## src/rtl/mole_controller.sv

```systemverilog
// rtl/mole_controller.sv - Whack-a-mole sequencer: LFSR hole choice, gap/up/flash timing, hit/miss/escape judging.
module mole_controller #(
    parameter logic [15:0] LFSR_SEED  = 16'hACE1,
    parameter int unsigned UP_TIME_0  = 1000,
    parameter int unsigned UP_TIME_1  = 700,
    parameter int unsigned UP_TIME_2  = 500,
    parameter int unsigned UP_TIME_3  = 300,
    parameter int unsigned GAP_TIME   = 200,
    parameter int unsigned FLASH_TIME = 100
) (
    input  logic       clk,
    input  logic       rst,
    input  logic       tick_ms,
    input  logic       enable_mole_ctrl,
    input  logic [1:0] difficulty_level,
    input  logic [7:0] btn_hole,
    output logic [7:0] mole_leds,
    output logic [2:0] mole_index,
    output logic       mole_active,
    output logic       hit_pulse,
    output logic       miss_pulse,
    output logic       escape_pulse
);
    typedef enum logic [1:0] {S_IDLE, S_GAP, S_UP, S_FLASH} state_t;

    localparam logic [15:0] GAP_LAST   = 16'(GAP_TIME - 1);
    localparam logic [15:0] FLASH_LAST = 16'(FLASH_TIME - 1);

    state_t      state_q, state_d;
    logic [15:0] cnt_q, cnt_d, cnt_inc, up_last;
    logic [15:0] lfsr_q, lfsr_d, lfsr_shift;
    logic [1:0]  diff_q, diff_d;
    logic [2:0]  idx_q, idx_d, cand;
    logic [7:0]  leds_q, leds_d, idx_oh_q, idx_oh_d;
    logic        active_q, active_d, hit_q, hit_d, miss_q, miss_d, esc_q, esc_d;

    // Right-shifting Galois form of x^16+x^14+x^13+x^11; the zero guard keeps it out of the lock-up state.
    always_comb begin
        lfsr_shift = {1'b0, lfsr_q[15:1]} ^ (lfsr_q[0] ? 16'hB400 : 16'h0000);
        lfsr_d     = (lfsr_shift == 16'h0000) ? LFSR_SEED : lfsr_shift;
    end

    always_comb begin
        up_last = 16'(UP_TIME_0 - 1);
        case (diff_q)
            2'd0: up_last = 16'(UP_TIME_0 - 1);
            2'd1: up_last = 16'(UP_TIME_1 - 1);
            2'd2: up_last = 16'(UP_TIME_2 - 1);
            2'd3: up_last = 16'(UP_TIME_3 - 1);
            default: up_last = 16'(UP_TIME_0 - 1);
        endcase
    end

    assign cnt_inc  = (cnt_q == 16'hFFFF) ? cnt_q : cnt_q + 16'd1;
    assign cand     = lfsr_q[2:0];
    assign idx_oh_q = 8'b1 << idx_q;

    always_comb begin
        state_d = state_q;
        cnt_d   = cnt_q;
        idx_d   = idx_q;
        diff_d  = diff_q;
        hit_d   = 1'b0;
        miss_d  = 1'b0;
        esc_d   = 1'b0;
        if (!enable_mole_ctrl) begin
            state_d = S_IDLE;
            cnt_d   = '0;
        end else begin
            case (state_q)
                S_IDLE: begin
                    state_d = S_GAP;
                    cnt_d   = '0;
                end
                S_GAP: begin
                    if (tick_ms) begin
                        if (cnt_q >= GAP_LAST) begin
                            state_d = S_UP;
                            cnt_d   = '0;
                            idx_d   = (cand == idx_q) ? cand + 3'd1 : cand;
                            diff_d  = difficulty_level;
                        end else begin
                            cnt_d = cnt_inc;
                        end
                    end
                end
                S_UP: begin
                    if (btn_hole[idx_q]) begin
                        hit_d   = 1'b1;
                        state_d = S_FLASH;
                        cnt_d   = '0;
                    end else begin
                        // A miss outranks the escape pulse; >= lets a timeout collided with a miss fire on the next tick.
                        miss_d = ((btn_hole & ~idx_oh_q) != 8'h00);
                        if (tick_ms) begin
                            if (cnt_q >= up_last && !miss_d) begin
                                esc_d   = 1'b1;
                                state_d = S_GAP;
                                cnt_d   = '0;
                            end else begin
                                cnt_d = cnt_inc;
                            end
                        end
                    end
                end
                S_FLASH: begin
                    if (tick_ms) begin
                        if (cnt_q >= FLASH_LAST) begin
                            state_d = S_GAP;
                            cnt_d   = '0;
                        end else begin
                            cnt_d = cnt_inc;
                        end
                    end
                end
                default: begin
                    state_d = S_IDLE;
                    cnt_d   = '0;
                end
            endcase
        end

        idx_oh_d = 8'b1 << idx_d;
        active_d = (state_d == S_UP);
        case (state_d)
            S_UP:    leds_d = idx_oh_d;
            S_FLASH: leds_d = cnt_d[5] ? 8'h00 : idx_oh_d;
            default: leds_d = 8'h00;
        endcase
    end

    always_ff @(posedge clk) begin
        if (rst) begin
            state_q  <= S_IDLE;
            cnt_q    <= '0;
            lfsr_q   <= LFSR_SEED;
            diff_q   <= '0;
            idx_q    <= '0;
            leds_q   <= '0;
            active_q <= 1'b0;
            hit_q    <= 1'b0;
            miss_q   <= 1'b0;
            esc_q    <= 1'b0;
        end else begin
            state_q  <= state_d;
            cnt_q    <= cnt_d;
            lfsr_q   <= lfsr_d;
            diff_q   <= diff_d;
            idx_q    <= idx_d;
            leds_q   <= leds_d;
            active_q <= active_d;
            hit_q    <= hit_d;
            miss_q   <= miss_d;
            esc_q    <= esc_d;
        end
    end

    assign mole_leds    = leds_q;
    assign mole_index   = idx_q;
    assign mole_active  = active_q;
    assign hit_pulse    = hit_q;
    assign miss_pulse   = miss_q;
    assign escape_pulse = esc_q;
endmodule

```

## config.mk

```make
export PLATFORM = sky130hd
export DESIGN_NAME = mole_controller
export DESIGN_NICKNAME = d
export VERILOG_FILES = /design/src/rtl/mole_controller.sv
export SDC_FILE = /design/constraint.sdc
export NUM_CORES = 1
export LEC_CHECK = 0
export ABC_AREA = 1
export BUFFER_PORTS_ARGS = -buffer_cell sky130_fd_sc_hd__buf_2
export CORE_AREA = 2 2 93 95
export CTS_BUF_LIST = sky130_fd_sc_hd__clkbuf_8 sky130_fd_sc_hd__clkbuf_16
export DETAILED_ROUTE_END_ITERATION = 10
export DIE_AREA = 0 0 95 97
export SLEW_MARGIN = 20
export SYNTH_ARGS = -nofsm -noshare
export SYNTH_HDL_FRONTEND = slang
export SYNTH_SLANG_ARGS = --single-unit
export TNS_END_PERCENT = 5
```

## constraint.sdc

```tcl
create_clock -name clk -period 1.8 [get_ports clk]
set_input_delay 0.18 -clock clk [delete_from_list [all_inputs] [get_ports clk]]
set_output_delay 0.18 -clock clk [all_outputs]
set_load 0.005 [all_outputs]
```

; ---- After elaboration in Yosys (flattened, before gate mapping)
; Cells that the tools add are included.
; Widths: inputs -> output; s select.
[classes]
n_addsub = 2
n_mul = 0
n_div = 0
n_lt_le_gt_ge = 4
eq_ne = 13
shifts = 2
muxes = 32
bitwise = 6
n_reduce_logical = 13
[op_table]
columns = cell, n
row1 = $mux 16, 9
row2 = $pmux 16 s4, 2
row3 = $add 16x1->16 const B, 1
row4 = $eq 16x16->1 const B, 1
row5 = $ge 16x16->1, 1
row6 = $ge 16x7->1 const B, 1
row7 = $ge 16x8->1 const B, 1
row8 = $logic_not 16->1, 1
row9 = $mux 2, 8
row10 = $pmux 8 s2, 1
row11 = $shl 1x3->8 const A, 2
row12 = $xor 15x16->16, 1
row13 = $mux 3, 5
row14 = $eq 2x2->1 const B, 6
row15 = $and 8x8->8, 1
row16 = $mux 8, 1
row17 = $not 8->8, 1
row18 = $pmux 2 s4, 1
row19 = $reduce_bool 8->1, 1
row20 = $mux 6, 1
row21 = $reduce_or 5->1, 1
row22 = $eq 2x1->1 const B, 2
row23 = $logic_not 2->1, 2
row24 = $lt 3x4->1 const B, 1
row25 = other kinds (14), 20
[word_totals]
ff_bits = 51
latch_bits = 0
ramBits = 0
rom_bits = 0
input_bits = 14
out_inout_bits = 15
n_memories = 0

; ---- Longest topological paths before layout
; Gate-level depths: netlist (run 1).
[depth]
depth_word = 13
depth_mapped = 18
ltp_nobuf = 18

; ---- Worst setup path after synthesis (run 1)
; OpenSTA, ideal clock, no wires.
[synth_timing]
path_kind = register to register
start = reg diff_q[0]
end = reg leds_q[0] (netlist: mole_leds[0])
arrival_ns = 1.886
required_time_ns = 1.686
path_slack_ns = -0.201
path_stages_with_launch = 17
cell_sequence = dfxtp_1 inv_1 ha_1 nor2_1 ha_1 a21oi_1 nand2_1 nor2_1 nand2_1 nand2_1 nand2_1 nand2_2 nand2_4 nand2_4 nand3_2 nand2_1 nor2_1
[synth_via]
elab_chain_cells = 11
[synth_rtl]
columns = item, line
row1 = "start, declared", 32  ; logic [1:0] diff_q, diff_d;
row2 = "start signal, assigned", 148  ; diff_q <= diff_d;
row3 = "$eq 2x2->1, or another cell as far along", 45  ; case (diff_q)
row4 = $pmux 16 s4 *, 45
row5 = $ge 16x16->1 *, 96  ; if (cnt_q >= up_last && !miss_d) begin
row6 = $logic_and 1x1->1 *, 96
row7 = $mux 2 / $mux 16 (equally long branches), 96
row8 = $mux 2 / $mux 16 (equally long branches), 95  ; if (tick_ms) begin
row9 = $mux 2 / $mux 16 (equally long branches), 88  ; if (btn_hole[idx_q]) begin
row10 = $pmux 2 s4 / $pmux 16 s4 (equally long branches), 70  ; case (state_q)
row11 = $mux 2 / $mux 6 (equally long branches), 66  ; if (!enable_mole_ctrl) begin
row12 = $eq 2x2->1 / $mux 8 (equally long branches), "125, 127"
row13 = $pmux 8 s2 *, 125  ; case (state_d)
row14 = "end signal, assigned", 150  ; leds_q <= leds_d;
row15 = "end, declared", 34  ; logic [7:0] leds_q, leds_d, idx_oh_q, idx_oh_d;
; Mark *: on every way between the ends. The rest lies on a longest branch, timed or not. The select of a mux whose other input is x is not followed.
; A chain may end at the register's enable or synchronous reset.

; ---- Final worst setup path (run 1)
[layout_timing]
start = reg diff_q[1]
end = reg leds_q[6] (netlist: mole_leds[6])
; Same word-level chain as after synthesis.

==> results of run 1 <==
-- cell type report --
cell class	count	area [sq um]
fill	846	4460
tap	105	131
clock buffer	5	68.8
sequential	51	1030
timing repair buffer	76	513
clock inverter	3	28.8
multi-input combinational	285	1680
inverter	58	220
-- final timing paths --
check | end | slack, ps | cells past startpoint
setup / recovery | mole_leds[6] | -260 | 16
hold / removal | diff_q[1] | 140 | 3
setup reg to reg | mole_leds[6] | -260 | 16
hold reg to reg | lfsr_q[8] | 440 | 2
-- sequential cells by signal, summed over array words and instances, names as in the netlist --
register	cells
hit_pulse	1
lfsr_q	16
state_q	2
miss_pulse	1
escape_pulse	1
mole_index	3
cnt_q	16
mole_active	1
diff_q	2
mole_leds	8
-- metal layers --
metal	vias to the layer above	share of wire (%)	GRT usage, %
met4	0	2.3	5.13
met5	-	0	0
met3	15	3.7	2.88
met2	60	49	25.4
met1	1239	45	19.8
li1	1428	-	-
-- repair_timing --
item,4_1_cts,5_1_grt
endpoints found under the setup margin,28,30
gates cloned,0,0
gates resized for setup,6,32
pin swaps,2,9
-- through the flow --
| stage | worst slack [ps] | TNS, ps |
|---|---|---|
| 5_1_grt | -404 | -9310 |
| 3_5_place_dp | -237 | -5150 |
| 6_report | -262 | -5190 |
| 3_3_place_gp | -223 | -4150 |
| 4_1_cts | -242 | -5060 |
| 2_1_floorplan | -102 | -1260 |
-- power groups by stage --
stage | logic [mW] | clock network (mW) | registers (mW)
floorplan | 0.100 | 0 | 1.19
global placement | 0.144 | 0 | 1.20
detailed placement | 0.146 | 0 | 1.20
CTS | 0.148 | 0.754 | 1.17
global route | 0.179 | 0.783 | 1.17
finish | 0.158 | 0.733 | 1.17
-- placed cells by master, fill, tap and decap left out, types with 2 or more instances in the layout --
master	instances
nand2_1	82
nor2_1	53
dfxtp_1	49
inv_1	48
buf_4	47
nand3_1	36
buf_2	28
o21ai_0	11
nor2_2	9
a21oi_1	9
inv_2	8
nor3_1	8
ha_1	8
xnor2_1	7
nand2_2	6
nand2_4	6
nor4_1	5
clkbuf_8	5
nor2_4	4
nand3_2	4
nor3_2	4
or2_2	4
a21oi_2	3
nand4_1	3
ha_4	3
nand3_4	2
nand2_8	2
o21ai_1	2
xor2_1	2
a31oi_1	2
inv_6	2
-- worst min-delay path, stage by stage --
cell     delay (ps)
buf_2            70
o21ai_0          70
a21oi_1         100
-- kinds of logic (layout without fill, tap and decap cells) --
| group | after synthesis | in the layout | synth area share (%) |
|---|---|---|---|
| adders and majority gates | 12 | 12 | 5.41 |
| AOI/OAI and AO/OA | 34 | 34 | 6.94 |
| DFF | 51 | 51 | 36.8 |
| buffers and inverters | 67 | 142 | 9.55 |
| xor gates and xnor gates | 9 | 9 | 2.84 |
| and+or+nand+nor | 230 | 230 | 38.5 |
==> flow_metrics.tcl, run 1 <==
set metrics [dict create \
    outcome "complete, but fails checks" \
    failed_checks "setup timing" \
    synth.distinct_cells 36 \
    ant_nets 0 \
    clock_latency_ps 320 \
    start_util_pct 34.1 \
    totalWireLength_mm 6.88 \
    die_w_um 95 \
    grt_start_max_net_pins 20 \
    internal_power_mw 1.51 \
    crit_top_cell "nand2_1" \
    cp.arrival_ps 2280 \
    setup_viol 27 \
    crit_family "simple AND/OR/NAND/NOR gates" \
    cts_hold_buf 0 \
    cap_violations 0 \
    p_clk_share_pct 35.6 \
    antennaDiodeCount 0 \
    syn-instance-count 403 \
    critPathSlowestCell "dfxtp_2" \
    core_area_sq_um 8130 \
    crit_path_start_kind "flop" \
    clock-sinks 51 \
    period_minus_slack_ps 2060 \
    syn_avg_cell_area_sq_um 6.89 \
    min_from "difficulty_level[1]" \
    synth_top_area_share_pct 36.8 \
    std_cell_rows 33 \
    num_vias 2742 \
    drc 0 \
    async_flop_share_pct 0 \
    utilization_pct 45.1 \
    critical_path.max_stage_delay_ps 350 \
    fmax_mhz 485 \
    critPathBufInv 2 \
    first_pass_iters 4 \
    grt-ovfl-total 0 \
    cts_tree "built" \
    cp.required_ps 2020 \
    dp.cells 575 \
    power.total_mw 2.06 \
    skew_ps 10.1 \
    holdWs_ps 145 \
    max-vdd-ir-drop_mv 0.356 \
    syn_to_final_growth_pct 32.3 \
    p_sw_mw 0.551 \
    via_per_inst 4.70 \
    worst_pin_slew_ps 407 \
    post_cts_buffers 0 \
    crit_type "flop to flop" \
    startpoint "diff_q[1]" \
    r2r-start "diff_q[1]" \
    p_per_area_nw_per_um2 561 \
    numCtsBuffers 5 \
    grt_antenna_before_repair 0 \
    gp_congestion 0.869 \
    die_area_sq_um 9220 \
    yosysSeqAreaShare_pct 36.8 \
    p_leak_nw 1.69 \
    cts.path.max_buffers 2 \
    hold_path_class "input port to flop" \
    final_hold_viol_count 0 \
    dpl.hpwl_mm 5.32 \
    clk_pin_slew_ps 100 \
    drive_gt1_share_pct 30.5 \
    grt_setup_unrepaired "yes" \
    grt_pass1_wl_mm 11.3 \
    ys_ff_latch 51 \
    postPlaceCellArea_sq_um 3390 \
    p_comb_share_pct 7.7 \
    io_buffers 28 \
    yosysMostFrequentCell "nand2_1" \
    end_kind "flop" \
    stdcell_count 583 \
    cts-root-buf "clkbuf_8" \
    slew_headroom_pct 72.8 \
    die-height_um 97 \
    netlist_area_sq_um 2780 \
    synth_common_cells "nand2_1, nor2_1, inv_1" \
    pwr-share-seq_pct 56.7 \
    io_pins 29 \
    synth_edf_count 0 \
    grt_usage_pct 15.3 \
    p_sw_share_pct 26.8 \
    synth_nets 429 \
    synth_warnings 0 \
    grt_pass1_vias 2516 \
    drt_iter0_drc 138 \
    final_area_sq_um 3670 \
    path_cells "inv_2 -> ha_2 -> buf_4 -> ha_1 -> a21oi_2 -> nand2_1 -> nor2_1 -> nand2_2 -> nand2_1 -> nand2_1 -> nand2_2 -> nand2_4 -> nand2_8 -> nand3_4 -> nand2_4 -> nor2_1" \
    cts-htree-levels 2 \
    synth_area_leader_cell "dfxtp_1" \
    wl_per_cell_um 11.8 \
    fin_crit_sh_pct 115 \
    synthTopCellsByArea "dfxtp_1, nand2_1, nor2_1" \
    fin_ws_ps -262 \
    crit_fanout 5 \
    synth_flop_cell "dfxtp_1" \
    nNetsFinal 503 \
    slew_viol_final 0 \
]
(Power assumes the default switching activity.)
==> run 2, diff against run 1 <==
Settings changed: CTS_CLUSTER_SIZE set to 12.
Clock period 1.8 ns to 2.08 ns, I/O delays scaled along.
==> run 2 against run 1 <==
Against the previous run:
- clock power shrank 12%
- critical path type unchanged
- combinational power shrank 21%
- sequential power shrank 13%
- global-route usage shrank 0.54 points
- worst setup slack gained 230 ps
- clock skew shrank 6.2 ps
- cell area shrank 6.5%
- first-iteration DRC count shrank 27%
- the run still ends with setup timing left
- total power shrank 14%
- maximum frequency shrank 2.5%
==> flow_metrics.tcl, run 2 (synthesis results as in run 1) <==
set metrics [dict create \
    outcome "complete, but fails checks" \
    failed_checks "setup timing" \
    end_kind "flop" \
    die-height_um 97 \
    final_area_sq_um 3430 \
    die_area_sq_um 9220 \
    core_area_sq_um 8130 \
    dp.cells 544 \
    io_buffers 28 \
    cts-htree-levels 2 \
    wl_per_cell_um 11.7 \
    fmax_mhz 473 \
    path_cells "buf_6 -> ha_4 -> nor2_2 -> ha_1 -> a21oi_2 -> nand2_1 -> nor2_1 -> nand2_2 -> nand2_1 -> nand2_1 -> nand2_2 -> nand2_4 -> nand2_8 -> nand3_4 -> nand2_4 -> nor2_1" \
    numCtsBuffers 5 \
    antennaDiodeCount 0 \
    slew_headroom_pct 61.8 \
    nNetsFinal 475 \
    hold_path_class "input port to flop" \
    p_clk_share_pct 36.0 \
    drt_iter0_drc 101 \
    crit_top_cell "nand2_1" \
    gp_congestion 0.834 \
    crit_path_start_kind "flop" \
    die_w_um 95 \
    cap_violations 0 \
    p_sw_mw 0.478 \
    final_hold_viol_count 0 \
    grt.busiest_layer "met2" \
    cp.required_ps 2300 \
    fin_crit_sh_pct 102 \
    skew_ps 3.90 \
    crit_family "simple AND/OR/NAND/NOR gates" \
    cp.arrival_ps 2340 \
    crit_type "flop to flop" \
    critPathSlowestCell "dfxtp_2" \
    fin_ws_ps -35.9 \
    setup_viol 9 \
    critical_path.max_stage_delay_ps 350 \
    clock-sinks 51 \
    grt_pass1_vias 2480 \
    grt_antenna_before_repair 0 \
    drive_gt1_share_pct 26.0 \
    final_cell_mix "nand2_1, nor2_1, inv_1" \
    grt_start_max_net_pins 20 \
    clock_latency_ps 320 \
    syn_to_final_growth_pct 23.7 \
    p_sw_share_pct 26.8 \
    grt_usage_pct 14.8 \
    drc 0 \
    postPlaceCellArea_sq_um 3130 \
    internal_power_mw 1.30 \
    num_vias 2617 \
    cts-root-buf "clkbuf_8" \
    num-fill-cells 861 \
    first_pass_iters 4 \
    slew_viol_final 0 \
    period_minus_slack_ps 2120 \
    totalWireLength_mm 6.48 \
    layout_commonest_cell "nand2_1" \
    p_leak_nw 1.56 \
    grt_pass1_wl_mm 11.1 \
    cts_hold_buf 0 \
    p_per_area_nw_per_um2 519 \
    grt_setup_unrepaired "yes" \
    cts_tree "built" \
    std_cell_rows 33 \
    clk_pin_slew_ps 110 \
    ant_nets 0 \
    via_per_inst 4.72 \
    pwr-share-seq_pct 57.0 \
    dpl.hpwl_mm 5.02 \
    max-vdd-ir-drop_mv 0.321 \
    use_met3_pct 2.41 \
    io_pins 29 \
    p_comb_share_pct 7.0 \
    grt-ovfl-total 0 \
    critPathBufInv 1 \
    cts.path.max_buffers 2 \
    globalRouteMet2Util_pct 25.4 \
    worst_pin_slew_ps 571 \
    stdcell_count 555 \
    met1_usage_pct 19.2 \
    start_util_pct 34.1 \
    power.total_mw 1.78 \
    crit_fanout 5 \
]
==> run 2: cell types whose count changed in the layout (fill, tap and decap cells not counted), moves of 2 or more <==
cell and delta:
buf_4 -28, dfxtp_2 +2, nand2_2 +2, nor2_1 +2
==> run 2: stage by stage <==
| step | setup slack [ps] | hold WS, ps | utilization (%) | TNS, ps |
|---|---|---|---|---|
| 3_5_place_dp | -47.2 | 425 | 38.5 | -272 |
| 5_1_grt | -204 | 194 | 42.2 | -4130 |
| 6_report | -35.9 | 177 | 42.2 | -135 |
| 2_1_floorplan | 79.3 | 401 | - | 0 |
| 3_3_place_gp | 13.3 | 419 | 38.5 | 0 |
| 4_1_cts | -33.7 | 176 | 41.1 | -264 |
==> run 2: worst paths after layout <==
kind / startpoint / end / slack, ps / cells past startpoint
max reg2reg: diff_q[0] / mole_leds[7] / -40 / 16
min reg2reg: lfsr_q[9] / lfsr_q[8] / 440 / 2
min: difficulty_level[0] / diff_q[0] / 180 / 3
max: diff_q[0] / mole_leds[7] / -40 / 16
==> run 2: layer usage <==
layer / vias to the layer above / wire [um]
met2: 53 / 3130
met1: 1185 / 2970
met3: 8 / 304
li1: 1371 / -
met5: - / 0
met4: 0 / 69
==> run 2: cell type report <==
type	instances	area (sq um)	area share, %
clock inverter	3	33.8	0.984
sequential	51	1020	29.8
inverter	58	218	6.34
timing repair buffer	48	294	8.56
tap	105	131	3.83
clock buffer	5	68.8	2.00
multi-input combinational	285	1660	48.5
==> run 2: worst min-delay path, cell delays in order <==
cell,delay (ps)
buf_2,80
o21ai_0,70
a21oi_1,100
==> run 2: power groups by stage <==
| stage | sequential, mW | clock (mW) | combinational (mW) |
|---|---|---|---|
| 2_1_floorplan | 1.03 | 0 | 0.0868 |
| 3_3_place_gp | 1.04 | 0 | 0.117 |
| 3_5_place_dp | 1.04 | 0 | 0.119 |
| 4_1_cts | 1.02 | 0.664 | 0.122 |
| 5_1_grt | 1.02 | 0.702 | 0.139 |
| 6_report | 1.02 | 0.642 | 0.125 |
==> run 2: timing repair <==
action,CTS,global route
setup buffers,3,0
pin swaps,13,6
gates cloned,0,0
endpoints found under the setup margin,14,27
gates resized for setup,20,22
